**config.mk**
```make
export PLATFORM = sky130hd
export DESIGN_NAME = wb_arbiter2
export DESIGN_NICKNAME = d
export VERILOG_FILES = /design/src/rtl/wb_arbiter2.sv
export SDC_FILE = /design/constraint.sdc
export NUM_CORES = 1
export LEC_CHECK = 0
export ABC_CLOCK_PERIOD_IN_PS = 1710
export CAP_MARGIN = 20
export CORE_AREA = 5 5 120 122
export CTS_CLUSTER_SIZE = 40
export DETAILED_ROUTE_END_ITERATION = 8
export DIE_AREA = 0 0 125 127
export PLACE_DENSITY = 0.58
export SLEW_MARGIN = 15
export SYNTH_ARGS = -nofsm -noshare
export SYNTH_HDL_FRONTEND = slang
export SYNTH_SLANG_ARGS = --single-unit
```
**constraint.sdc**
```tcl
create_clock -name clk_i -period 1.71 [get_ports clk_i]
set_input_delay 0.2565 -clock clk_i [delete_from_list [all_inputs] [get_ports clk_i]]
set_output_delay 0.2565 -clock clk_i [all_outputs]
set_load 0.005 [all_outputs]
```
**src/rtl/wb_arbiter2.sv**
```systemverilog
// Two-master, one-slave classic Wishbone arbiter with round-robin grant held for a whole CYC
// and a bus watchdog that answers a hung slave with a one-cycle ERR to the owner.
module wb_arbiter2 #(
    parameter int unsigned TIMEOUT = 255,
    parameter int unsigned CNT_W   = 8
) (
    input  logic        clk_i,
    input  logic        rst_i,

    input  logic [31:0] m0_addr_i,
    input  logic [31:0] m0_dat_i,
    input  logic [3:0]  m0_sel_i,
    input  logic        m0_cyc_i,
    input  logic        m0_stb_i,
    input  logic        m0_we_i,
    output logic [31:0] m0_dat_o,
    output logic        m0_ack_o,
    output logic        m0_err_o,

    input  logic [31:0] m1_addr_i,
    input  logic [31:0] m1_dat_i,
    input  logic [3:0]  m1_sel_i,
    input  logic        m1_cyc_i,
    input  logic        m1_stb_i,
    input  logic        m1_we_i,
    output logic [31:0] m1_dat_o,
    output logic        m1_ack_o,
    output logic        m1_err_o,

    output logic [31:0] s_addr_o,
    output logic [31:0] s_dat_o,
    output logic [3:0]  s_sel_o,
    output logic        s_cyc_o,
    output logic        s_stb_o,
    output logic        s_we_o,
    input  logic [31:0] s_dat_i,
    input  logic        s_ack_i,
    input  logic        s_err_i
);

    typedef enum logic [1:0] {IDLE, BUS0, BUS1} state_e;

    localparam bit WD_EN = (TIMEOUT != 0);

    state_e           state_q, state_d;
    logic             last_q, last_d;
    logic [CNT_W-1:0] wdog_q, wdog_d;
    logic             grant0, grant1;
    logic             wd_fire;

    assign grant0 = (state_q == BUS0);
    assign grant1 = (state_q == BUS1);

    // Grant decisions look only at the owner's CYC and registered state, so the
    // other master's request never reaches this master's ack/err combinationally.
    always_comb begin
        // NOTE: every always_comb output gets a default first so no path infers a latch.
        state_d = state_q;
        last_d  = last_q;
        unique case (state_q)
            IDLE: begin
                if (m0_cyc_i && m1_cyc_i) state_d = last_q ? BUS0 : BUS1;
                else if (m0_cyc_i)        state_d = BUS0;
                else if (m1_cyc_i)        state_d = BUS1;
            end
            BUS0: if (!m0_cyc_i) state_d = m1_cyc_i ? BUS1 : IDLE;
            BUS1: if (!m1_cyc_i) state_d = m0_cyc_i ? BUS0 : IDLE;
            default: state_d = IDLE;
        endcase
        if (state_d == BUS0 && state_q != BUS0) last_d = 1'b0;
        if (state_d == BUS1 && state_q != BUS1) last_d = 1'b1;
    end

    always_comb begin
        s_addr_o = '0;
        s_dat_o  = '0;
        s_sel_o  = '0;
        s_cyc_o  = 1'b0;
        s_stb_o  = 1'b0;
        s_we_o   = 1'b0;
        if (grant0) begin
            s_addr_o = m0_addr_i;
            s_dat_o  = m0_dat_i;
            s_sel_o  = m0_sel_i;
            s_cyc_o  = m0_cyc_i;
            s_stb_o  = m0_cyc_i & m0_stb_i;
            s_we_o   = m0_we_i;
        end else if (grant1) begin
            s_addr_o = m1_addr_i;
            s_dat_o  = m1_dat_i;
            s_sel_o  = m1_sel_i;
            s_cyc_o  = m1_cyc_i;
            s_stb_o  = m1_cyc_i & m1_stb_i;
            s_we_o   = m1_we_i;
        end
    end

    // A real ack in the fire cycle suppresses the watchdog error.
    assign wd_fire = WD_EN && (wdog_q == CNT_W'(TIMEOUT)) && s_stb_o && !s_ack_i && !s_err_i;

    always_comb begin
        wdog_d = wdog_q + CNT_W'(1);
        if (!WD_EN || state_d != state_q || !s_stb_o || s_ack_i || s_err_i || wd_fire)
            wdog_d = '0;
    end

    // NOTE: state registers use non-blocking assignments and the async reset wins immediately.
    always_ff @(posedge clk_i or posedge rst_i) begin
        if (rst_i) begin
            state_q <= IDLE;
            last_q  <= 1'b1;
            wdog_q  <= '0;
        end else begin
            state_q <= state_d;
            last_q  <= last_d;
            wdog_q  <= wdog_d;
        end
    end

    assign m0_dat_o = s_dat_i;
    assign m1_dat_o = s_dat_i;
    assign m0_ack_o = grant0 & s_ack_i;
    assign m1_ack_o = grant1 & s_ack_i;
    assign m0_err_o = grant0 & (s_err_i | wd_fire);
    assign m1_err_o = grant1 & (s_err_i | wd_fire);

endmodule
```
Word level (Yosys, flattened, before mapping)

Index checks and enable logic that the tools add are counted.

Bitwise gates (word level): 7
Muxes and demuxes: 24
$add $sub $neg: 1
Reductions and logical operators: 15
Equality and inequality tests: 8

Operators by type and width:

| kind                                                            | number |
|---|---|
| 32-bit 2-to-1 mux                                               | 4 |
| 2-bit 2-to-1 mux                                                | 7 |
| 1-bit 2-to-1 mux                                                | 9 |
| 8-bit by 1-bit adder with 8-bit output, second input constant   | 1 |
| 8-bit == test, second input constant                            | 1 |
| 4-bit 2-to-1 mux                                                | 2 |
| 8-bit 2-to-1 mux                                                | 1 |
| 1-bit bitwise AND                                               | 6 |
| 1-bit logical AND                                               | 6 |
| 2-bit one-hot mux with 3 select lines                           | 1 |
| 2-bit by 1-bit == test with 1-bit output, second input constant | 2 |
| 2-bit == test, second input constant                            | 2 |
| 1-bit logical OR                                                | 4 |
| 1-bit logical NOT                                               | 3 |
| 2-bit logical NOT                                               | 1 |
| 2-bit by 1-bit != test with 1-bit output, second input constant | 1 |
| 2-bit != test                                                   | 1 |
| 2-bit != test, second input constant                            | 1 |
| 2-bit nonzero test                                              | 1 |
| 1-bit OR                                                        | 1 |

Output and inout port bits: 139
Register bits after elaboration: 11
Logic and storage cells: 58

Depth between registers and ports, before layout

Depth after elaboration: 10
Mapped depth: 5

Worst setup path after synthesis

Ideal clock, no wire load.

Path kind: register to output
Start point: reg state_q[0]
End point: out s_addr_o[0]
Data required time: 1.454 ns
Slack: 0.252 ns
Stages on the path, launching flop included: 6
Path buffers: 3
Data arrival time: 1.202 ns
Path through: dfrtp_1 -> buf_2 -> nor2b_1 -> buf_2 -> clkbuf_1 -> a22o_1

Cells in the longest elaborated chain, start to end: 3
Elaborated cells between the ends (all ways): 4
Those cells by class: eq/ne (2); mux (2)

RTL lines:

| item                   | line | RTL |
|---|---|---|
| from (decl)            | 45   | `state_e state_q, state_d;` |
| from (signal assigned) | 114  | `state_q <= state_d;` |
| 2-bit == test          | 52   | `assign grant1 = (state_q == BUS1);` |
| 32-bit 2-to-1 mux      | 88   | `end else if (grant1) begin` |
| 32-bit 2-to-1 mux *    | 81   | `if (grant0) begin` |
| to (decl)              | 30   | `output logic [31:0] s_addr_o,` |

Mark *: on every way between the ends. The rest lies on a longest branch, timed or not.

Final worst setup path

Start point: reg state_q[0]
End point: out s_addr_o[10]

Same word-level chain as after synthesis.

==> results.sh <==
export IMPL_status="finished, violations left"
export IMPL_violations="negative setup slack"
export IMPL_syn_num_nets=394
export IMPL_worstReg2RegStart="state_q[1]"
export IMPL_finalPower_mw=2.48
export IMPL_insertion_delay_ns=0.24
export IMPL_fmax_mhz=535
export IMPL_path_class="register to output port"
export IMPL_firstDrtPassIters=4
export IMPL_fp_row_count=42
export IMPL_synth_seq_area_share=0.155
export IMPL_synth_warning_count=0
export IMPL_crit_start="state_q[0]"
export IMPL_dieArea_um2=15900
export IMPL_worst_pin_slew_ns=0.448
export IMPL_fill_cells=1349
export IMPL_hp_class="input pin to asynchronous set/reset pin"
export IMPL_drtIter0Drc=67
export IMPL_die_w_um=125
export IMPL_final_setup_viol_count=74
export IMPL_clk_path_buf_depth=2
export IMPL_wl_per_cell_um=19.6
export IMPL_root_buffer="clkbuf_16"
export IMPL_areaGrowthSynthToFinish_pct=137
export IMPL_antenna_cells=0
export IMPL_cts_buffers=3
export IMPL_pwr_density_cell_nw_per_um2=587
export IMPL_rsz0062_at_grt="yes"
export IMPL_synth_seq_cells=11
export IMPL_synth_cell_area_um2=1780
export IMPL_core_um2=13100
export IMPL_fin_util=0.323
export IMPL_period_share=1.09
export IMPL_ant_nets=0
export IMPL_p_leak_nw=1.90
export IMPL_syn_inst=215
export IMPL_wirelength_um=11500
export IMPL_track_usage=0.130
export IMPL_r2r_cells=5
export IMPL_arrival_ns=1.61
export IMPL_cp_max_fo=11
export IMPL_final_layout_size_suffix_gt1_frac=0.357
export IMPL_startpoint_type="register"
export IMPL_grt_max_degree=23
export IMPL_avgSynthCellArea_um2=8.29
export IMPL_post_route_min_period_ns=1.87
export IMPL_initial_core_util=0.136
export IMPL_finalHoldViolCount=0
export IMPL_fin_skew_ns=0.00187
export IMPL_viasPerCell=4.25
export IMPL_ios=317
export IMPL_reg2reg_to="wdog_q[4]"
export IMPL_io_buffer_count=220
export IMPL_drv_slew=0
export IMPL_cts_tree="done"
export IMPL_synth_distinct_cells=34
export IMPL_crit_end="s_addr_o[10]"
export IMPL_r2r_slack_ns=0.18
export IMPL_antenna_found_initial=0
export IMPL_required_ns=1.45
export IMPL_fp_dieH_um=127
export IMPL_grt_pass1_vias=2897
export IMPL_nNetsFinal=589
export IMPL_place_congestion=0.776
export IMPL_gr_total_overflow=0
export IMPL_cts_sinks=11
export IMPL_worst_slack_ns=-0.157
export IMPL_vias=2485
export IMPL_drv_cap=0
export IMPL_drc=0
export IMPL_cp_end_kind="output port"
export IMPL_slew_limit_headroom=0.701
export IMPL_peakVddDrop_mv=0.339
export IMPL_cts_max_level=1
export IMPL_grt_pass1_wl_um=16300
export IMPL_clk_pin_slew_ns=0.04
export IMPL_dp_hpwl_um=8110
==> report_power, final <==
part / internal [mW] / leakage [nW] / switching, mW
registers: 0.280 / 0.145 / 0.0192
logic: 1.12 / 1.71 / 0.636
clock network: 0.313 / 0.0382 / 0.115
total: 1.71 / 1.90 / 0.770
==> Yosys cell counts, drive strengths merged <==
cell type / number / area share
a211oi: 3 / 0.015
a21boi: 2 / 0.0084
a21o: 1 / 0.0042
a21oi: 1 / 0.0028
a22o: 70 / 0.34
and2: 1 / 0.0035
and3: 1 / 0.0042
and4: 1 / 0.0049
and4b: 2 / 0.011
buf: 74 / 0.30
clkbuf: 6 / 0.013
dfrtp: 10 / 0.14
dfstp: 1 / 0.015
ha: 1 / 0.0070
inv: 6 / 0.013
nand2: 3 / 0.0063
nand3: 3 / 0.011
nor2: 4 / 0.0084
nor2b: 1 / 0.0035
nor3: 7 / 0.020
o2111ai: 1 / 0.0049
o21a: 1 / 0.0042
o21ai: 6 / 0.017
o22a: 1 / 0.0049
o31ai: 1 / 0.0042
or2: 1 / 0.0035
or3: 2 / 0.0070
or4: 1 / 0.0063
xnor2: 1 / 0.0049
xor2: 2 / 0.0098
==> how the worst min path moves through the flow <==
stage,start,to,slack (ns),cells past startpoint
floorplan,rst_i,state_q[0],0.11,1
global placement,last_q,last_q,0.50,2
detailed placement,s_dat_i[11],m0_dat_o[11],0.51,0
CTS,rst_i,wdog_q[5],0.36,2
global route,rst_i,wdog_q[5],0.39,2
finish,rst_i,wdog_q[5],0.33,2
==> critical path, stage by stage (launching register included) <==
cell	delay, ns
dfrtp_2	0.44
nor2b_4	0.15
buf_12	0.14
buf_6	0.13
clkbuf_16	0.16
a22o_1	0.22
buf_2	0.13
==> registers in the layout, summed over array words and instances, names as in the netlist <==
register	count
state_q	2
wdog_q	8
last_q	1
==> cell families after synthesis <==
group / count (synthesis) / share of synthesized area
DFF: 11 / 0.155
AOI/OAI and AO/OA: 87 / 0.410
buffers and inverters: 86 / 0.323
adders and majority gates: 1 / 0.00702
and+or+nand+nor: 27 / 0.0899
xor gates and xnor gates: 3 / 0.0147
==> stage by stage <==
stage | std cells | hold WS [ns] | setup TNS, ns | setup slack (ns) | area, um2
5_1_grt | 585 | 0.395 | -11.73 | -0.212 | 4220
3_3_place_gp | 552 | 0.501 | -15.96 | -0.440 | 3870
4_1_cts | 581 | 0.356 | -6.40 | -0.223 | 4180
6_report | 585 | 0.334 | -7.75 | -0.157 | 4220
2_1_floorplan | 215 | 0.108 | 0 | 0.252 | 1780
3_5_place_dp | 552 | 0.513 | -16.41 | -0.468 | 3870
==> layout by cell type (no fill, tap or decap), types with 2 or more instances in the layout <==
| master | count |
|---|---|
| xor2_1 | 2 |
| buf_8 | 3 |
| o21ai_0 | 5 |
| buf_16 | 11 |
| or3_1 | 2 |
| a211oi_1 | 2 |
| nor2_1 | 3 |
| nand2_1 | 3 |
| buf_4 | 17 |
| clkbuf_16 | 5 |
| nor3_1 | 7 |
| dfrtp_2 | 2 |
| nand3_1 | 2 |
| inv_1 | 5 |
| clkdlybuf4s50_1 | 145 |
| buf_12 | 8 |
| buf_2 | 69 |
| dfrtp_1 | 8 |
| a22o_1 | 69 |
| buf_6 | 13 |
==> area by class of cell <==
cell class / count / area [um2] / share of cell area
flip-flops and latches: 11 / 279 / 0.0661
multi-input cells: 118 / 978 / 0.232
well taps: 176 / 220 / 0.0522
inverters: 6 / 22.5 / 0.00533
repair buffers: 270 / 2640 / 0.626
clock buffers: 4 / 78.8 / 0.0187
==> what timing repair did <==
action,in CTS,in global routing
hold buffers,0,0
pin swaps,22,19
gates resized for setup,317,23
buffers inserted,15,4
cloned,11,2
endpoints found under the setup margin,75,82
==> metal layers <==
layer	track usage	wire length, um	up-vias
met5	0	0	-
met4	0.0497	377	0
met3	0.0392	1070	44
met2	0.238	5790	162
met1	0.140	4220	1133
li1	-	-	1146
(Power assumes the default switching activity.)
